## src/rtl/alu_pkg.sv

```systemverilog
// Shared types for the pipelined ALU: opcode map and status flag layout.
package alu_pkg;

    typedef enum logic [2:0] {
        OP_ADD  = 3'b000,
        OP_SUB  = 3'b001,
        OP_INC  = 3'b010,
        OP_DEC  = 3'b011,
        OP_PASS = 3'b100,
        OP_NOT  = 3'b101,
        OP_OR   = 3'b110,
        OP_AND  = 3'b111
    } alu_op_e;

    // Packed so that {n, z, c, v} maps directly onto the 4-bit flags bus.
    typedef struct packed {
        logic n;
        logic z;
        logic c;
        logic v;
    } alu_flags_t;

    // Increment/decrement reuse the add/subtract datapath with a constant 1.
    function automatic logic uses_const_one(input alu_op_e op);
        return (op == OP_INC) || (op == OP_DEC);
    endfunction

endpackage

```

## src/rtl/alu_core.sv

```systemverilog
// Combinational ALU: maps (a, b, op) to a WIDTH-bit result and status flags.
// Arithmetic is done one bit wider so the top bit gives carry/borrow directly.
module alu_core
    import alu_pkg::*;
#(
    parameter int WIDTH = 32
) (
    input  logic [WIDTH-1:0] a_i,
    input  logic [WIDTH-1:0] b_i,
    input  alu_op_e          op_i,
    output logic [WIDTH-1:0] result_o,
    output alu_flags_t       flags_o
);

    logic [WIDTH-1:0] operand_s;
    logic [WIDTH:0]   sum_s;
    logic [WIDTH:0]   diff_s;
    logic             add_ovf_s;
    logic             sub_ovf_s;
    logic [WIDTH-1:0] res_s;
    logic             carry_s;
    logic             ovf_s;

    // Second operand selection and the shared add/subtract datapath.
    always_comb begin
        if (uses_const_one(op_i)) begin
            operand_s = {{(WIDTH-1){1'b0}}, 1'b1};
        end else begin
            operand_s = b_i;
        end
        sum_s  = {1'b0, a_i} + {1'b0, operand_s};
        diff_s = {1'b0, a_i} - {1'b0, operand_s};
        // Signed overflow: operands agree in sign (add) or differ (sub) and
        // the result sign departs from operand A.
        add_ovf_s = (a_i[WIDTH-1] == operand_s[WIDTH-1]) && (sum_s[WIDTH-1] != a_i[WIDTH-1]);
        sub_ovf_s = (a_i[WIDTH-1] != operand_s[WIDTH-1]) && (diff_s[WIDTH-1] != a_i[WIDTH-1]);
    end

    // Opcode decode into result, carry/borrow and overflow.
    always_comb begin
        res_s   = {WIDTH{1'b0}};
        carry_s = 1'b0;
        ovf_s   = 1'b0;
        case (op_i)
            OP_ADD, OP_INC: begin
                res_s   = sum_s[WIDTH-1:0];
                carry_s = sum_s[WIDTH];
                ovf_s   = add_ovf_s;
            end
            OP_SUB, OP_DEC: begin
                // Bit WIDTH of the wide difference is set exactly when a < operand.
                res_s   = diff_s[WIDTH-1:0];
                carry_s = diff_s[WIDTH];
                ovf_s   = sub_ovf_s;
            end
            OP_PASS: res_s = a_i;
            OP_NOT:  res_s = ~a_i;
            OP_OR:   res_s = a_i | b_i;
            OP_AND:  res_s = a_i & b_i;
            default: begin
                res_s   = {WIDTH{1'b0}};
                carry_s = 1'b0;
                ovf_s   = 1'b0;
            end
        endcase
    end

    // Assemble the output result and flag bundle.
    always_comb begin
        result_o   = res_s;
        flags_o.n  = res_s[WIDTH-1];
        flags_o.z  = (res_s == {WIDTH{1'b0}});
        flags_o.c  = carry_s;
        flags_o.v  = ovf_s;
    end

endmodule

```

## src/rtl/alu_pipe.sv

```systemverilog
// Two-stage pipelined ALU with valid/ready request handshake and a result
// handshake that honours downstream backpressure. S1 holds the captured
// request, S2 holds the computed result and flags, which drive the outputs.
module alu_pipe
    import alu_pkg::*;
#(
    parameter int WIDTH = 32
) (
    input  logic             clk,
    input  logic             rst_n,
    input  logic             enable,
    input  logic [WIDTH-1:0] A,
    input  logic [WIDTH-1:0] B,
    input  logic [2:0]       opcode,
    output logic             ready,
    output logic [WIDTH-1:0] result,
    output logic [3:0]       flags,
    output logic             ack,
    input  logic             ack_ready
);

    // Stage 1: captured request
    logic             s1_valid_q, s1_valid_d;
    logic [WIDTH-1:0] s1_a_q, s1_a_d;
    logic [WIDTH-1:0] s1_b_q, s1_b_d;
    alu_op_e          s1_op_q, s1_op_d;

    // Stage 2: computed result, cleared whenever empty so outputs read 0
    logic             s2_valid_q, s2_valid_d;
    logic [WIDTH-1:0] s2_result_q, s2_result_d;
    alu_flags_t       s2_flags_q, s2_flags_d;

    // Handshake terms
    logic             s2_load_possible_s;
    logic             ready_s;
    logic             accept_s;
    logic             s2_load_s;
    logic             retire_s;

    // ALU output for the S1 entry
    logic [WIDTH-1:0] core_result_s;
    alu_flags_t       core_flags_s;

    alu_core #(
        .WIDTH (WIDTH)
    ) u_core (
        .a_i      (s1_a_q),
        .b_i      (s1_b_q),
        .op_i     (s1_op_q),
        .result_o (core_result_s),
        .flags_o  (core_flags_s)
    );

    // Handshake decode: S2 can take a new entry if empty or retiring now.
    always_comb begin
        s2_load_possible_s = !s2_valid_q || ack_ready;
        ready_s            = !s1_valid_q || s2_load_possible_s;
        accept_s           = enable && ready_s;
        s2_load_s          = s1_valid_q && s2_load_possible_s;
        retire_s           = s2_valid_q && ack_ready;
    end

    // Stage 1 next state: load on accept, otherwise empty out when advancing.
    always_comb begin
        s1_valid_d = s1_valid_q;
        s1_a_d     = s1_a_q;
        s1_b_d     = s1_b_q;
        s1_op_d    = s1_op_q;
        if (accept_s) begin
            s1_valid_d = 1'b1;
            s1_a_d     = A;
            s1_b_d     = B;
            s1_op_d    = alu_op_e'(opcode);
        end else if (s2_load_s) begin
            s1_valid_d = 1'b0;
        end else begin
            s1_valid_d = s1_valid_q;
        end
    end

    // Stage 2 next state: load from the core, clear on retire, else hold.
    always_comb begin
        s2_valid_d  = s2_valid_q;
        s2_result_d = s2_result_q;
        s2_flags_d  = s2_flags_q;
        if (s2_load_s) begin
            s2_valid_d  = 1'b1;
            s2_result_d = core_result_s;
            s2_flags_d  = core_flags_s;
        end else if (retire_s) begin
            s2_valid_d  = 1'b0;
            s2_result_d = {WIDTH{1'b0}};
            s2_flags_d  = 4'b0000;
        end else begin
            s2_valid_d  = s2_valid_q;
        end
    end

    // Pipeline registers with asynchronous reset discarding both stages.
    always_ff @(posedge clk or negedge rst_n) begin
        if (!rst_n) begin
            s1_valid_q  <= 1'b0;
            s1_a_q      <= {WIDTH{1'b0}};
            s1_b_q      <= {WIDTH{1'b0}};
            s1_op_q     <= OP_ADD;
            s2_valid_q  <= 1'b0;
            s2_result_q <= {WIDTH{1'b0}};
            s2_flags_q  <= 4'b0000;
        end else begin
            s1_valid_q  <= s1_valid_d;
            s1_a_q      <= s1_a_d;
            s1_b_q      <= s1_b_d;
            s1_op_q     <= s1_op_d;
            s2_valid_q  <= s2_valid_d;
            s2_result_q <= s2_result_d;
            s2_flags_q  <= s2_flags_d;
        end
    end

    assign ready  = ready_s;
    assign ack    = s2_valid_q;
    assign result = s2_result_q;
    assign flags  = s2_flags_q;

endmodule

```

## config.mk

```make
export PLATFORM = sky130hd
export DESIGN_NAME = alu_pipe
export DESIGN_NICKNAME = d
export VERILOG_FILES = /design/src/rtl/alu_pkg.sv /design/src/rtl/alu_core.sv /design/src/rtl/alu_pipe.sv
export SDC_FILE = /design/constraint.sdc
export NUM_CORES = 1
export LEC_CHECK = 0
export ABC_AREA = 1
export BUFFER_PORTS_ARGS = -buffer_cell sky130_fd_sc_hd__buf_2
export CAP_MARGIN = 5
export CORE_UTILIZATION = 35
export CTS_BUF_LIST = sky130_fd_sc_hd__clkbuf_16
export CTS_CLUSTER_SIZE = 20
export DETAILED_ROUTE_END_ITERATION = 6
export PLACE_DENSITY = 0.53
export SETUP_SLACK_MARGIN = 0.05
export SLEW_MARGIN = 5
export SYNTH_ARGS = -nofsm -noshare
export SYNTH_HDL_FRONTEND = slang
export SYNTH_HIERARCHICAL = 1
export SYNTH_SLANG_ARGS = --single-unit
```

## constraint.sdc

```tcl
create_clock -name clk -period 6.9 [get_ports clk]
set_clock_uncertainty 0.15 [all_clocks]
set_input_delay 0.345 -clock clk [delete_from_list [all_inputs] [get_ports clk]]
set_output_delay 0.345 -clock clk [all_outputs]
set_load 0.1 [all_outputs]
```

* Yosys cells after proc, flatten, opt, wreduce, memory -nomap -nowiden
Index checks and enable logic that the tools add are counted.
** Word-level totals
- Bits in registers :: 105
- Input port bits :: 71
- Output and inout bits :: 38
- Word-level logic and storage cells :: 54
** Cells by class
- $add $sub $neg :: 2
- Equality and inequality tests :: 11
- Mux-type cells :: 12
- Bitwise gates (word level) :: 3
- Reductions and logical operators :: 16
** Operator list (count)
- $pmux W32 S6 :: 1
- $mux W32 :: 3
- $add A32 B32 Y33 :: 1
- $sub A32 B32 Y33 :: 1
- $and A32 B32 Y32 :: 1
- $logic_not A32 Y1 :: 1
- $not A32 Y32 :: 1
- $or A32 B32 Y32 :: 1
- $eq A3 B3 Y1 const B :: 4
- $mux W4 :: 2
- $eq A3 B2 Y1 const B :: 2
- $logic_and A1 B1 Y1 :: 5
- $mux W1 :: 4
- $pmux W1 S2 :: 2
- $reduce_bool A2 Y1 :: 2
- $reduce_or A2 Y1 :: 2
- $eq A3 B1 Y1 const B :: 1
- $logic_not A3 Y1 :: 1
- $logic_or A1 B1 Y1 :: 3
- $ne A1 B1 Y1 :: 3
- $logic_not A1 Y1 :: 2
- $eq A1 B1 Y1 :: 1

* Depth between registers and ports, before layout
- Depth in word-level cells :: 8
- Depth in mapped cells :: 26
- Gate-level depth less buffers :: 25

* Modules after synthesis
The synthesis kept the hierarchy.
** Modules (own cells, without submodules)
- alu_core :: times used 1, cells each 1422, area each 6784.0 µm²
- alu_pipe :: times used 1, cells each 458, area each 4185.3 µm²

* Worst setup path after synthesis
No wires, ideal clock.
- Path type :: register to register
- Start point :: register s1_op_q[2]
- End point :: register s2_flags_q, in the netlist flags[2]
- Setup time :: 0.068 ns
- Data arrival time :: 3.063 ns
- Path slack :: 3.619 ns
- Cell stages (with the launch flop) :: 25
- Path buffers :: 2
- Clock period less this slack :: 3.281 ns
- Cells stage by stage :: dfrtp_1 > buf_4 > nor2_1 > inv_2 > clkbuf_1 > nand2_1 > inv_1 > fa_1 > inv_1 > nand2_1 > nand2_1 > nand3_1 > nand2_2 > nand2_1 > nand2_1 > nand3b_1 > nand2_1 > nand2_1 > nand3_1 > nand2_1 > nor2_1 > nand3_1 > nor3_2 > nand3_1 > nand2_1
** RTL lines
- from (decl) :: RTL line alu_pipe.sv:26 : alu_op_e s1_op_q, s1_op_d;
- from (signal assigned) :: RTL line alu_pipe.sv:113 : s1_op_q <= s1_op_d;
- to (signal assigned) :: RTL line alu_pipe.sv:116 : s2_flags_q <= s2_flags_d;
- to (decl) :: RTL line alu_pipe.sv:31 : alu_flags_t s2_flags_q, s2_flags_d;

==> impl_metrics.toml <==
[yosys]
yosys-top-cells-area = "nand2_1 24%, dfrtp_1 24%, nand3_1 13%"
async_flop_share_pct = 100
synthTopCellsByCount = "707 x nand2_1, 287 x nand3_1, 284 x inv_1"
synth-edff-count = 0
syn_inst = 1880
ys_types = 37
yosysWarnings = 6
yosys_most_used_dff = "dfrtp_1"
synth_nets = 2026
synth.top_cell.area_share_pct = 24.2
synth_area_leader_cell = "nand2_1"
ys_seq_elements = 105
seq_area_frac_synth_pct = 24.0
synth.avg_cell_area_sq_um = 5.83
syn_area_sq_mm = 0.0110
synth_most_common_cell = "nand2_1"

[sta]
tightestPinTransition_ns = 1.21
slew_violations = 0
setup_viol_count_final = 0
hold_viol = 0
fin_crit_sh_pct = 64.2
tns_ns = 0
rsz0062_at_grt = "false"
period_needed_ns = 4.43
max_freq_mhz = 226
slew_headroom_pct = 19.5

[worst_setup_path]
cp.required_ns = 7.05
slowest_delay_ns = 0.55
worst-path-max-fanout = 25
critical_path_class = "register to register"
crit_chain = "nor2_1, inv_2, nand2_1, inv_1, fa_1, inv_1, nand2_1, nand2_1, nand3_1, nand2_2, nand2_1, nand2_1, nand3b_1, nand2_1, nand2_1, nand3_1, nand2_1, nor2_1, nand3_1, nor3_2, nand3_1, nand2_1"
startpoint_type = "register"
path_common_cell = "nand2_1"
crit_path_end_kind = "register"
cp.arrival_ns = 4.57
slowest_stage = "dfrtp_1"

[global_route]
grt_pass1_vias = 11000
grt_start_max_net_pins = 71
grt_pass1_wl_um = 61900
antenna_found_initial = 0
grt.total_usage_pct = 25.6
grt_remaining_overflow = 0

[power_and_ir_drop]
power_leakage_nw = 7.17
power_mw = 4.06
powerDensity_mw_per_mm2 = 340
vdd_drop_max_mv = 0.134

[final_layout]
drive_above_1_share_pct = 8.36
regArea_sq_mm = 0.00263
multiInputGateArea_sq_mm = 0.00682
nets = 2079
areaGrowthSynthToFinish_pct = 8.73
postLayoutCoreUtil_pct = 38.8
fill_cells = 3537
diodes = 0

[cts]
h-tree-depth = 3
cts_buffer_depth = 2
clkTransAtPathRegs_ns = 0.08
cts_made_buffers = 9
root_buffer = "clkbuf_16"
cts_setup_buffers = 0
cts_tree = "yes"
worst_skew_pair.late_latency_ns = 0.38
cts_num_sinks = 105

[route]
wire_per_inst_um = 17.1
drtIter0Drc = 1133
drc = 15
drt-met1-wl_um = 20000
wl_met3_um = 2970
drt-pass1-iter-count = 7
wl_met2_um = 15700
ant_nets = 0
viasPerCell = 5.12
wl_um = 39900
dr_total_vias = 11900
top_layer_used = "met4"

[floorplan]
dieArea_sq_mm = 0.0321
rows = 64
die_x_um = 179
start_util_pct = 35.7
dieHeight_um = 179
ios = 109
core-area_sq_mm = 0.0307

[placed_design]
globalplace.congestion = 0.994
dp.final_hpwl_um = 32500
portBuffers = 108

[flow_run]
max_cap_viol_count = 0

[outcome]
status = "finished with violations"
violations = "DRC"

[min_path]
worstHoldPathType = "primary input to register"
[metrics by stage]
step | cells | hold slack (ns) | area (sq um) | worst slack, ns
floorplan | 1880 | -0.101 | 11000 | 3.62
global route | 2334 | 0.0467 | 11900 | 2.20
CTS | 2334 | 0.0427 | 11900 | 2.57
finish | 2334 | 0.0480 | 11900 | 2.47
detailed placement | 2317 | 0.300 | 11600 | 2.61
global placement | 2317 | 0.298 | 11600 | 2.67
[critical path, delay by kind of cell (launching register included)]
kind                       cells  cell delay (ns)
adders and majority gates      1             0.45
buffers and inverters          3             0.58
DFF                            1             0.55
and+or+nand+nor               18             2.63
[metal layers]
| layer | GRT usage, % | vias to the layer above |
|---|---|---|
| met5 | 0 | - |
| met4 | 8.02 | 0 |
| met3 | 4.39 | 58 |
| met2 | 36.4 | 424 |
| met1 | 38.5 | 5431 |
| li1 | - | 6026 |
[registers in the layout, indices dropped and copies added (netlist names)]
register / flops
result: 32
s1_a_q: 32
s1_b_q: 32
flags: 4
s1_op_q: 3
ack: 1
s1_valid_q: 1
[cell type report]
class | count | share of cell area (%)
multi-input cells | 1412 | 57.2
well taps | 396 | 4.15
inverters | 288 | 9.06
clock inverters | 7 | 0.556
flip-flops and latches | 105 | 22.0
clock buffers | 9 | 1.89
repair buffers | 117 | 5.14
[cell usage in the layout, fill, tap and decap left out, types with 2 or more instances in the layout]
cell type,n
nand2_1,707
clkinv_4,3
a221oi_1,23
buf_2,107
nor4_1,2
buf_4,9
o21ai_0,33
and2_1,2
clkbuf_16,9
inv_2,4
dfrtp_1,105
inv_1,285
nor2_2,11
or2_2,4
fa_1,2
nand3b_1,3
nand4_1,23
o21bai_1,8
nor2_1,142
a21oi_1,67
nor3_2,3
nor3_1,5
xor2_1,3
ha_1,73
nand2_2,5
nand3_1,287
[where the power goes]
part           switching, mW  internal [mW]  leakage [nW]  total [mW]
Sequential             0.134          0.755          1.31       0.889
Combinational           2.01          0.625          5.71        2.63
Clock                  0.283          0.254         0.146       0.537
Total                   2.42           1.63          7.17        4.06
[logic make-up (layout without fill, tap and decap cells)]
kind of cell / count (synthesis) / after routing / share of synthesized area, %
simple gates: 1198 / 1198 / 45.9
buf+inv: 363 / 421 / 14.0
flops: 105 / 105 / 24.0
fa+ha+maj: 75 / 75 / 8.69
compound gates: 136 / 136 / 7.28
xor+xnor: 3 / 3 / 0.240
[what timing repair did]
| action | 4_1_cts | 5_1_grt |
|---|---|---|
| hold buffers | 1 | 0 |
| resized for setup | 0 | 0 |
| hold endpoints to repair | 51 | 0 |
[path summary, 6_finish.rpt]
| check | startpoint | endpoint | slack (ns) | cells after the start |
|---|---|---|---|---|
| max | s1_op_q[2] | flags[2] | 2.47 | 22 |
| min | B[7] | s1_b_q[7] | 0.05 | 3 |
| max reg2reg | s1_op_q[2] | flags[2] | 2.47 | 22 |
| min reg2reg | result[20] | result[20] | 0.34 | 2 |
| max in group asynchronous | rst_n | s1_b_q[20] | 5.06 | 3 |
| min in group asynchronous | rst_n | result[2] | 0.39 | 2 |
No activity file was read; power rests on OpenSTA's default activity.
